<file path="src/rtl/seg_pkg.sv">
// Shared segment-display constants and the hex-to-pattern helper used by seg_scan_driver.
package seg_pkg;

    localparam int SEG_W = 8;
    localparam logic [SEG_W-1:0] SEG_BLANK = 8'hFF;

    // Entry n is the {a,b,c,d,e,f,g} active-high pattern for hex digit n.
    localparam logic [15:0][6:0] SEG_FONT = {
        7'b1000111, 7'b1001111, 7'b0111101, 7'b1001110,
        7'b0011111, 7'b1110111, 7'b1111011, 7'b1111111,
        7'b1110000, 7'b1011111, 7'b1011011, 7'b0110011,
        7'b1111001, 7'b1101101, 7'b0110000, 7'b1111110
    };

    function automatic logic [SEG_W-1:0] hex2seg(input logic [3:0] nibble,
                                                 input logic       dot,
                                                 input logic       blank);
        logic [6:0] segs;
        segs = blank ? 7'b0000000 : SEG_FONT[nibble];
        return ~{segs, dot};
    endfunction

endpackage

</file>
<file path="src/rtl/seg_lzb_mask.sv">
// Leading-zero mask: bit i set when digit i and every enabled digit above it are zero (digit 0 never set).
module seg_lzb_mask
    import seg_pkg::*;
#(
    parameter int DIGITS = 8
) (
    input  logic [4*DIGITS-1:0] value,
    input  logic [DIGITS-1:0]   ena,
    output logic [DIGITS-1:0]   lz_mask
);

    always_comb begin
        logic run;
        lz_mask = '0;
        run     = 1'b1;
        // Disabled digits never break the run of leading zeros.
        for (int i = DIGITS - 1; i >= 0; i--) begin
            run        = run & (~ena[i] | (value[4*i +: 4] == 4'h0));
            lz_mask[i] = run & (i != 0);
        end
    end

endmodule

</file>
<file path="src/rtl/seg_scan_driver.sv">
// Multi-digit time-multiplexed hex 7-segment driver with double-buffered inputs.
// Optional per-digit blinking is enabled by defining SEG_SCAN_BLINK_EN.
module seg_scan_driver
    import seg_pkg::*;
#(
    parameter int DIGITS      = 8,
    parameter int SCAN_DIV    = 50000,
    parameter bit LZB_DEFAULT = 1'b1
`ifdef SEG_SCAN_BLINK_EN
    , parameter int BLINK_FRAMES = 64
`endif
) (
    input  logic                  clk,
    input  logic                  rst_n,
    input  logic                  load,
    input  logic [4*DIGITS-1:0]   value,
    input  logic [DIGITS-1:0]     ena,
    input  logic [DIGITS-1:0]     dot,
`ifdef SEG_SCAN_BLINK_EN
    input  logic [DIGITS-1:0]     blink,
`endif
    input  logic                  lzb,
    output logic                  busy,
    output logic [SEG_W-1:0]      seg,
    output logic [DIGITS-1:0]     an,
    output logic [SEG_W*DIGITS-1:0] seg_all,
    output logic                  frame
);

    localparam int PRESC_W = $clog2(SCAN_DIV);
    localparam int IDX_W   = (DIGITS > 1) ? $clog2(DIGITS) : 1;
    localparam logic [PRESC_W-1:0] PRESC_LAST = PRESC_W'(SCAN_DIV - 1);
    localparam logic [IDX_W-1:0]   IDX_LAST   = IDX_W'(DIGITS - 1);

    logic [PRESC_W-1:0]      presc_q, presc_d;
    logic [IDX_W-1:0]        idx_q, idx_d;
    logic [4*DIGITS-1:0]     pend_val_q, pend_val_d, act_val_q, act_val_d;
    logic [DIGITS-1:0]       pend_ena_q, pend_ena_d, act_ena_q, act_ena_d;
    logic [DIGITS-1:0]       pend_dot_q, pend_dot_d, act_dot_q, act_dot_d;
    logic                    busy_q, busy_d;
    logic                    lzb_q, lzb_d;
    logic                    frame_q, frame_d;
    logic [SEG_W-1:0]        seg_q, seg_d;
    logic [DIGITS-1:0]       an_q, an_d;
    logic [SEG_W*DIGITS-1:0] seg_all_q, seg_all_d;

    logic                    tc, wrap;
    logic [DIGITS-1:0]       lz_mask;
    logic [DIGITS-1:0][SEG_W-1:0] pats;

`ifdef SEG_SCAN_BLINK_EN
    localparam int BF_W = (BLINK_FRAMES > 1) ? $clog2(BLINK_FRAMES) : 1;
    localparam logic [BF_W-1:0] BF_LAST = BF_W'(BLINK_FRAMES - 1);

    logic [DIGITS-1:0] pend_blink_q, pend_blink_d, act_blink_q, act_blink_d;
    logic [BF_W-1:0]   bcnt_q, bcnt_d;
    logic              off_q, off_d;
`endif

    seg_lzb_mask #(
        .DIGITS (DIGITS)
    ) u_lzb_mask (
        .value   (act_val_q),
        .ena     (act_ena_q),
        .lz_mask (lz_mask)
    );

    always_comb begin
        tc      = (presc_q == PRESC_LAST);
        wrap    = tc && (idx_q == IDX_LAST);
        presc_d = tc ? '0 : presc_q + 1'b1;
        idx_d   = idx_q;
        if (tc) begin
            idx_d = (idx_q == IDX_LAST) ? '0 : idx_q + 1'b1;
        end

        pend_val_d = load ? value : pend_val_q;
        pend_ena_d = load ? ena   : pend_ena_q;
        pend_dot_d = load ? dot   : pend_dot_q;
        // A load on the frame boundary still commits the older pending data.
        busy_d     = load | (busy_q & ~wrap);
        act_val_d  = (wrap && busy_q) ? pend_val_q : act_val_q;
        act_ena_d  = (wrap && busy_q) ? pend_ena_q : act_ena_q;
        act_dot_d  = (wrap && busy_q) ? pend_dot_q : act_dot_q;
        lzb_d      = wrap ? lzb : lzb_q;
        frame_d    = wrap;

`ifdef SEG_SCAN_BLINK_EN
        pend_blink_d = load ? blink : pend_blink_q;
        act_blink_d  = (wrap && busy_q) ? pend_blink_q : act_blink_q;
        bcnt_d       = bcnt_q;
        off_d        = off_q;
        if (wrap) begin
            bcnt_d = (bcnt_q == BF_LAST) ? '0 : bcnt_q + 1'b1;
            off_d  = (bcnt_q == BF_LAST) ? ~off_q : off_q;
        end
`endif

        for (int i = 0; i < DIGITS; i++) begin
            pats[i] = hex2seg(act_val_q[4*i +: 4], act_dot_q[i],
                              ~act_ena_q[i] | (lzb_q & lz_mask[i]));
`ifdef SEG_SCAN_BLINK_EN
            if (off_q && act_blink_q[i]) begin
                pats[i] = SEG_BLANK;
            end
`endif
        end

        // seg and an both derive from the same idx_q so they always switch together.
        seg_all_d = pats;
        seg_d     = pats[idx_q];
        an_d      = ~(DIGITS'(1) << idx_q);
    end

    always_ff @(posedge clk or negedge rst_n) begin
        if (!rst_n) begin
            presc_q    <= '0;
            idx_q      <= '0;
            pend_val_q <= '0;
            pend_ena_q <= '0;
            pend_dot_q <= '0;
            act_val_q  <= '0;
            act_ena_q  <= '0;
            act_dot_q  <= '0;
            busy_q     <= 1'b0;
            lzb_q      <= LZB_DEFAULT;
            frame_q    <= 1'b0;
            seg_q      <= SEG_BLANK;
            an_q       <= '1;
            seg_all_q  <= '1;
`ifdef SEG_SCAN_BLINK_EN
            pend_blink_q <= '0;
            act_blink_q  <= '0;
            bcnt_q       <= '0;
            off_q        <= 1'b0;
`endif
        end else begin
            presc_q    <= presc_d;
            idx_q      <= idx_d;
            pend_val_q <= pend_val_d;
            pend_ena_q <= pend_ena_d;
            pend_dot_q <= pend_dot_d;
            act_val_q  <= act_val_d;
            act_ena_q  <= act_ena_d;
            act_dot_q  <= act_dot_d;
            busy_q     <= busy_d;
            lzb_q      <= lzb_d;
            frame_q    <= frame_d;
            seg_q      <= seg_d;
            an_q       <= an_d;
            seg_all_q  <= seg_all_d;
`ifdef SEG_SCAN_BLINK_EN
            pend_blink_q <= pend_blink_d;
            act_blink_q  <= act_blink_d;
            bcnt_q       <= bcnt_d;
            off_q        <= off_d;
`endif
        end
    end

    assign busy    = busy_q;
    assign seg     = seg_q;
    assign an      = an_q;
    assign seg_all = seg_all_q;
    assign frame   = frame_q;

endmodule

</file>
<file path="config.mk">
export PLATFORM = sky130hd
export DESIGN_NAME = seg_scan_driver
export DESIGN_NICKNAME = d
export VERILOG_FILES = /design/src/rtl/seg_pkg.sv /design/src/rtl/seg_lzb_mask.sv /design/src/rtl/seg_scan_driver.sv
export SDC_FILE = /design/constraint.sdc
export NUM_CORES = 1
export LEC_CHECK = 0
export CORE_MARGIN = 2
export CORE_UTILIZATION = 28
export CTS_CLUSTER_SIZE = 25
export DETAILED_ROUTE_END_ITERATION = 12
export GPL_TIMING_DRIVEN = 0
export PLACE_DENSITY = 0.48
export REMOVE_ABC_BUFFERS = 1
export SLEW_MARGIN = 20
export SYNTH_ARGS = -nofsm -noshare
export SYNTH_HDL_FRONTEND = slang
export SYNTH_SLANG_ARGS = --single-unit
</file>
<file path="constraint.sdc">
create_clock -name clk -period 2.8 [get_ports clk]
set_clock_uncertainty 0.15 [all_clocks]
set_input_delay 0.28 -clock clk [delete_from_list [all_inputs] [get_ports clk]]
set_output_delay 0.28 -clock clk [all_outputs]
set_load 0.02 [all_outputs]
</file>
Yosys cells after proc, flatten, opt, wreduce, memory -nomap -nowiden --
Memory sizes are Yosys's and may differ from the RTL's. Index checks and enable logic that the tools add are counted.
Storage, ports and cells: bits in registers 198, bits in read-only memories 896, input bits 52, output and inout port bits 82, word-level logic and storage cells 111, memories 8
Memory list:
- (no name shown) | depth 16, bits a word 7, read ports 1, clocked after memory_dff 0, write ports 0, line seg_pkg.sv:19 | segs = blank ? 7'b0000000 : SEG_FONT[nibble];
- (no name shown) | depth 16, bits a word 7, read ports 1, clocked after memory_dff 0, write ports 0, line seg_pkg.sv:19
- (no name shown) | depth 16, bits a word 7, read ports 1, clocked after memory_dff 0, write ports 0, line seg_pkg.sv:19
- (no name shown) | depth 16, bits a word 7, read ports 1, clocked after memory_dff 0, write ports 0, line seg_pkg.sv:19
- (no name shown) | depth 16, bits a word 7, read ports 1, clocked after memory_dff 0, write ports 0, line seg_pkg.sv:19
- (no name shown) | depth 16, bits a word 7, read ports 1, clocked after memory_dff 0, write ports 0, line seg_pkg.sv:19
- 2 more memories
Cells by class: add/sub/neg operators 2, $lt $le $gt $ge 9, equal/unequal tests 2, shifts and indexed selects 1, muxes and demuxes 20, bitwise logic cells 46, reductions and logical operators 9
Operators with widths (count):
- 7-bit two-way mux | 16
- 8-bit inverter | 9
- 4-bit by 5-bit less-than comparator with 1-bit output, second input constant | 8
- 4-bit zero test | 7
- 8-bit binary-select mux with 3-bit select | 1
- 16-bit by 1-bit adder with 16-bit output, second input constant | 1
- 16-bit == test, second input constant | 1
- 16-bit two-way mux | 1
- 1-bit bitwise OR | 15
- 1-bit bitwise AND | 14
- 8-bit two-way mux | 1
- 1-bit inverter | 8
- 1-bit by 3-bit left shift with 8-bit output, first input constant | 1
- 3-bit by 4-bit less-than comparator with 1-bit output, second input constant | 1
- 3-bit by 1-bit adder with 3-bit output, second input constant | 1
- 3-bit == test, second input constant | 1
- 3-bit two-way mux | 1
- 1-bit logical AND | 2

Depth between registers and ports, before layout --
Gate-level depths: netlist (run 1).
depth in word-level cells 14, mapped depth 9, gate-level depth less buffers 8

Cells and area by module --
Synthesis (run 1) repeated with hierarchy kept, for this count alone.
Second synthesis, totals: cell total of the unflattened synthesis 761, area, all modules 9703.1 sq um
By module, submodules not included:
- seg_scan_driver | times used 1, cells an instance 743, area an instance 9540.4 sq um
- seg_lzb_mask | times used 1, cells an instance 18, area an instance 162.7 sq um

Least setup slack after synthesis (run 1) --
No wires, ideal clock.
path kind register to register, start register act_val_q[8], end register seg_q[1], in the netlist seg[1], setup time 89 ps, arrival time 2103 ps, path slack 457 ps, stages on the path, launching flop included 9, buffers on the path 0, period minus slack after synthesis 2343 ps, path through dfrtp_1 > inv_1 > ha_1 > or3b_2 > a22oi_2 > a41oi_4 > a221oi_1 > a2111oi_0 > a211oi_1
Between the ends: longest elaborated chain between the ends 10, elaborated cells on any way between the ends 16, classes of those cells mux: 5; bitwise: 9; reduce/logical: 1; memory: 1
Ends and longest elaborated chain:
- start, declared | line seg_scan_driver.sv:37 | logic [4*DIGITS-1:0] pend_val_q, pend_val_d, act_val_q, act_val_d;
- start signal, assigned | line seg_scan_driver.sv:143 | act_val_q <= act_val_d;
- 4-bit zero test | line seg_lzb_mask.sv:18 | run = run & (~ena[i] | (value[4*i +: 4] == 4'h0));
- 1-bit bitwise OR | line seg_lzb_mask.sv:18
- 1-bit bitwise AND (2 in series) | line seg_lzb_mask.sv:18
- 1-bit bitwise AND | line seg_scan_driver.sv:101 | ~act_ena_q[i] | (lzb_q & lz_mask[i]));
- 1-bit bitwise OR | line seg_scan_driver.sv:101
- 7-bit two-way mux | line seg_pkg.sv:19
- 8-bit inverter | line seg_pkg.sv:20 | return ~{segs, dot};
- 8-bit binary-select mux with 3-bit select (*) | line seg_scan_driver.sv:111 | seg_d = pats[idx_q];
- 8-bit two-way mux (implied by the code) (*) | line seg_scan_driver.sv:111
- via seg_d[1] | line seg_scan_driver.sv:43 | logic [SEG_W-1:0] seg_q, seg_d;
- end signal, assigned | line seg_scan_driver.sv:149 | seg_q <= seg_d;
- end, declared | line seg_scan_driver.sv:43
Mark *: on every way through the listed nets, which the timed path passes. The rest lies on a longest branch. The select of a mux whose other input is x is not followed. A chain may end at the register's enable or synchronous reset.

==> results.toml, run 1 <==
[critical_path]
path_cells = "inv_1 -> ha_1 -> nor3b_1 -> a21oi_1 -> o311ai_1 -> mux2_2 -> nor3_1 -> a311oi_1"
end_kind = "flip-flop"
crit_cells = 8
rrSetupSlack_ns = 0.12
path_buf_inv = 1
critPathLaunchType = "flip-flop"
arrival_ns = 2.88
cp_max_fo = 7
regToRegStartpoint = "act_val_q[28]"
required_ns = 3.00
r2r_cells = 8
path_class = "reg -> reg"
path_delay_family = "compound AO/OA/AOI/OAI gates"
slowest_delay_ns = 0.54
crit_start = "act_val_q[28]"
crit_end = "seg[3]"
worst_r2r_endpoint = "seg[3]"
slowest_stage = "a21oi_1"

[logic_synthesis]
synth_warnings = 0
synth_edf_count = 0
synthFlopType = "dfrtp_1"
seq_area_frac_synth_pct = 53.2
synth-seq-cells = 198
netlist_instances = 827
syn_avg_cell_area_sq_um = 11.5
synth-async-reset-ratio_pct = 100
syn_area_sq_mm = 0.00951
synth.distinct_cells = 76

[drt]
routedWlPerCell_microns = 17.1
drt_pass1_iterations = 5
totalWireLength_microns = 24100
vias = 6554
routed_via_density = 4.64
drc = 0
ant_nets = 0
drt-initial-drc-count = 414

[timing]
finalSetupViolCount = 0
fmax_ghz = 0.374
relSlewSlack_pct = 29.4
worst_pin_slew_ns = 1.05
worst_slack_ns = 0.124
layout_min_cycle_time_ns = 2.68
grt_setup_unrepaired = "false"
drv_slew = 0
hold_viol = 0
fin_crit_sh_pct = 95.6

[grt]
antenna_found_initial = 4
grt_pass1_vias = 6379
grt_first_pass_wirelength_microns = 37600
overflow = 0
groute.usage.overall_pct = 13.8
grt_max_degree = 94

[clock_tree]
numCtsBuffers = 17
cts_num_sinks = 198
cts_tree = "done"
insertion_delay_ns = 0.44
clk_root_buffer_cell = "clkbuf_16"
clkTransAtPathRegs_ns = 0.08
clock_path_buffers = 2
h-tree-depth = 4

[pwr]
p_leak_nw = 4.86
vdd_ir_drop_max_mv = 0.393
p_total_w = 0.00573
p_per_area_mw_per_mm2 = 473

[floorplanning]
coreArea_sq_mm = 0.0334
rows = 67
start_util_pct = 28.4
fp.dieH_microns = 188
io_pins = 134
die_area_sq_mm = 0.0354
fp.dieW_microns = 188

[layout]
nets = 1042
drive_above_1_share_pct = 28.2
fill_cells = 3294
final_core_util_pct = 36.2
syn_to_final_growth_pct = 27.4

[place]
routabilityCongestion = 0.803
dp_hpwl_microns = 17200
port_buffers = 133
place_ws_ns = -0.348

[run_status]
status = "completed"

[hold_path]
min_path_type = "in -> async"

[run]
max_cap_violations = 0
[power breakdown]
group | internal (W) | total [W] | leakage, nW | switching [W]
logic | 0.000139 | 0.000246 | 2.23 | 0.000107
registers | 0.00294 | 0.00297 | 2.35 | 0.0000348
clock network | 0.00137 | 0.00251 | 0.285 | 0.00115
total | 0.00444 | 0.00573 | 4.86 | 0.00129
[how the worst min path moves through the flow]
stage | to | slack (ns) | cells past startpoint
6_report | busy | 0.17 | 2
5_1_grt | presc_q[2] | 0.19 | 2
4_1_cts | busy | 0.17 | 2
3_5_place_dp | presc_q[2] | 0.05 | 1
3_3_place_gp | seg_all[40] | 0.24 | 1
2_1_floorplan | act_dot_q[0] | -0.17 | 0
[synth_stat cells, types with 4 or more instances]
| cell | n | area, sq um |
|---|---|---|
| a2111oi_0 | 4 | 35.0 |
| a211o_1 | 4 | 35.0 |
| a211oi_1 | 7 | 52.6 |
| a21oi_1 | 21 | 105 |
| a221oi_1 | 5 | 43.8 |
| a31oi_1 | 8 | 50.1 |
| and3_1 | 9 | 56.3 |
| buf_1 | 4 | 15.0 |
| buf_2 | 6 | 30.0 |
| clkbuf_1 | 28 | 105 |
| dfrtp_1 | 117 | 2930 |
| dfstp_2 | 81 | 2130 |
| ha_1 | 40 | 500 |
| inv_1 | 46 | 173 |
| mux2_1 | 4 | 45.0 |
| mux2_2 | 99 | 1110 |
| nand2_1 | 81 | 304 |
| nand2b_1 | 9 | 56.3 |
| nand3_1 | 35 | 175 |
| nand3b_1 | 4 | 30.0 |
| nor2_1 | 43 | 161 |
| nor2b_1 | 18 | 113 |
| nor3_1 | 8 | 40.0 |
| o211ai_1 | 11 | 82.6 |
| o21a_1 | 4 | 30.0 |
| o21ai_0 | 40 | 200 |
| o311ai_0 | 4 | 35.0 |
| or2_2 | 4 | 25.0 |
| or3b_2 | 5 | 43.8 |
| xnor2_1 | 5 | 43.8 |
| xor2_1 | 8 | 70.1 |
[kinds of logic after synthesis]
group / after synthesis / synth area share (%)
AOI/OAI and AO/OA: 146 / 11.3
buffers and inverters: 88 / 3.67
xor gates and xnor gates: 13 / 1.20
and+or+nand+nor: 233 / 12.1
muxes: 109 / 13.2
DFF: 198 / 53.2
adders and majority gates: 40 / 5.26
[cells in the final DEF, fill, tap and decap left out, types with 4 or more instances in the layout]
master	Yosys	routed
mux2_2	99	99
mux2_1	4	4
buf_4	1	6
inv_1	46	45
a211oi_1	7	6
clkbuf_16	0	17
dfrtp_2	0	7
nor2_1	43	43
nand3b_1	4	4
nor3_1	8	8
xor2_1	8	8
nand2b_1	9	9
clkdlybuf4s50_1	0	131
o21ai_0	40	40
nand3_1	35	34
or2_2	4	4
dfrtp_1	117	110
nor2b_1	18	18
xnor2_1	5	5
a211o_1	4	4
o21a_1	4	4
ha_1	40	36
nand2_1	81	81
inv_6	0	4
dfstp_2	81	81
o211ai_1	11	11
a31oi_1	8	8
a21oi_1	21	21
and3_1	9	9
or3b_2	5	4
o311ai_0	4	4
[metrics by stage]
step / cells / hold WS [ns] / instance area (sq um) / TNS, ns
after floorplan: 787 / -0.166 / 9340 / -25.62
after global placement: 1368 / 0.240 / 11200 / -1369.86
after detailed placement: 1372 / 0.0485 / 11300 / -2.97
after CTS: 1407 / 0.170 / 12000 / -0.0562
after global routing: 1411 / 0.193 / 12100 / 0
final: 1412 / 0.166 / 12100 / 0
[sequential cells by signal, indices dropped and copies added (netlist names)]
signal,cells
seg_all,64
act_val_q,32
pend_val_q,32
presc_q,16
act_dot_q,8
act_ena_q,8
an,8
pend_dot_q,8
pend_ena_q,8
seg,8
idx_q,3
busy,1
frame,1
lzb_q,1
[final cells by class]
type	count	area [sq um]	area share (%)
sequential	198	5060	41.8
multi-input combinational	541	4220	34.9
timing repair buffer	144	1490	12.3
tap	448	561	4.63
clock buffer	21	450	3.72
inverter	48	180	1.49
clock inverter	11	140	1.16
antenna	1	2.50	0.0207
[layer usage]
layer  up-vias  track usage (%)  routed length, microns
met5         -                0                      35
met4         6             4.18                     302
met3        23             3.41                    1170
met2       133             21.8                   11500
met1      3235             18.6                   11100
li1       3157                -                       -
[timing repair]
item	in CTS	in global routing
hold endpoints to repair	87	0
gates resized for setup	6	27
pin swaps	2	5
buffers inserted	2	4
endpoints found under the setup margin	37	8
hold buffers	1	0
(Power assumes the default switching activity.)
==> run 2: changes to the inputs <==
- CORE_UTILIZATION: 28 -> 55
- PLACE_DENSITY: 0.48 -> 0.81
==> results.toml, run 2 (same netlist as run 1, synthesis figures left out) <==
[run_status]
status = "completed"

[layout]
insertedDiodeCount = 0
syn_to_final_growth_pct = 24.5
layout_commonest_cell = "clkdlybuf4s50_1"
finalNonFillerCells = 1185
mostFrequentLayoutCells = "clkdlybuf4s50_1, dfrtp_1, mux2_2"
drive_above_1_share_pct = 27.8
largest_reg_flops = 64
nets = 1039

[timing]
layout_min_cycle_time_ns = 2.75
worst_pin_slew_ns = 0.824
drv_slew = 0
finalSetupViolCount = 0
fmax_ghz = 0.364
hold_viol = 0
relSlewSlack_pct = 44.4
whs_ns = 0.196
tns_ns = 0
fin_crit_sh_pct = 98.0

[critical_path]
path_class = "reg -> reg"
end_kind = "flip-flop"
arrival_ns = 2.93
r2r_cells = 9
slowest_delay_ns = 0.45
path_cells = "inv_1 -> ha_2 -> or3b_4 -> a22oi_4 -> buf_4 -> a31oi_4 -> o311ai_2 -> o21ai_1 -> a311oi_2"
slowest_stage = "or3b_4"
critPathLaunchType = "flip-flop"
required_ns = 2.98
cp_max_fo = 10

[place]
routabilityCongestion = 0.866
dp_hpwl_microns = 14100
dp_cells = 1148
port_buffers = 133

[pwr]
p_leak_nw = 4.87
p_total_w = 0.00586
vdd_ir_drop_max_mv = 0.451
p_per_area_mw_per_mm2 = 495

[clock_tree]
insertion_delay_ns = 0.43
clk_root_buffer_cell = "clkbuf_16"
h-tree-depth = 4
numCtsBuffers = 17
clkTransAtPathRegs_ns = 0.07
cts_tree = "done"
cts_num_sinks = 198
clock_path_buffers = 2

[floorplanning]
fp.dieH_microns = 135
start_util_pct = 55.5
fp.dieW_microns = 135
die_area_sq_mm = 0.0184
coreArea_sq_mm = 0.0171
io_pins = 134
rows = 48

[run]
max_cap_violations = 0

[drt]
drt_pass1_iterations = 5
routed_via_density = 5.66
drc = 0
drt-initial-drc-count = 488
vias = 6707
routedWlPerCell_microns = 17.3
totalWireLength_microns = 20500
ant_nets = 0

[grt]
grt_first_pass_wirelength_microns = 33000
groute.usage.overall_pct = 23.2
overflow = 0
grt_pass1_vias = 6430
grt_max_degree = 87
antenna_found_initial = 0

[hold_path]
min_path_type = "in -> async"
## run 2: layer usage
layer,wire length [microns],up-vias,GRT usage (%)
met4,539,0,8.91
met5,0,-,0
met3,1130,41,4.34
li1,-,3151,-
met1,9070,3307,31.9
met2,9790,208,37.1
## run 2: per-stage QoR
stage               cell area, sq um  util [%]  worst slack (ns)
finish                         11800      69.2            0.0547
global route                   11800      69.2           -0.0280
CTS                            11800      68.7           0.00769
detailed placement             11000      64.5            -0.148
global placement               11000      64.0             -6.48
floorplan                       9340         -            -0.577
## run 2: area by class of cell
| class | count | area (sq um) |
|---|---|---|
| clock buffers | 20 | 447 |
| repair buffers | 141 | 1450 |
| fillers | 1277 | 5280 |
| multi-input cells | 541 | 4210 |
| clock inverters | 12 | 201 |
| well taps | 225 | 282 |
| flip-flops and latches | 198 | 5060 |
| inverters | 48 | 180 |
## run 2: power breakdown
group	internal, W	switching [W]	total, W
registers	0.00294	0.0000357	0.00297
clock network	0.00161	0.00104	0.00265
logic	0.000137	0.000102	0.000239
## run 2: path summary, 6_finish.rpt
path	startpoint	to	slack [ns]
hold / removal	rst_n	pend_dot_q[0]	0.20
min in group clk	act_dot_q[5]	seg_all[40]	0.25
hold reg to reg	act_dot_q[5]	seg_all[40]	0.25
setup / recovery	act_val_q[20]	seg[3]	0.05
max in group asynchronous	rst_n	seg_all[62]	1.21
setup reg to reg	act_val_q[20]	seg[3]	0.05
## run 2: worst max-delay path, delay by kind of cell, from the launching register on
| family | cells | cell delay, ns |
|---|---|---|
| AOI/OAI and AO/OA | 5 | 1.05 |
| and+or+nand+nor | 1 | 0.45 |
| DFF | 1 | 0.43 |
| buffers and inverters | 2 | 0.31 |
| adders and majority gates | 1 | 0.24 |
## run 2: timing repair
item	in CTS	in global routing
gates cloned	0	0
setup endpoints to repair	3	37
pin swaps	5	1
hold buffers	1	0
hold endpoints to repair	57	0
setup buffers	4	0
resized for setup	8	20
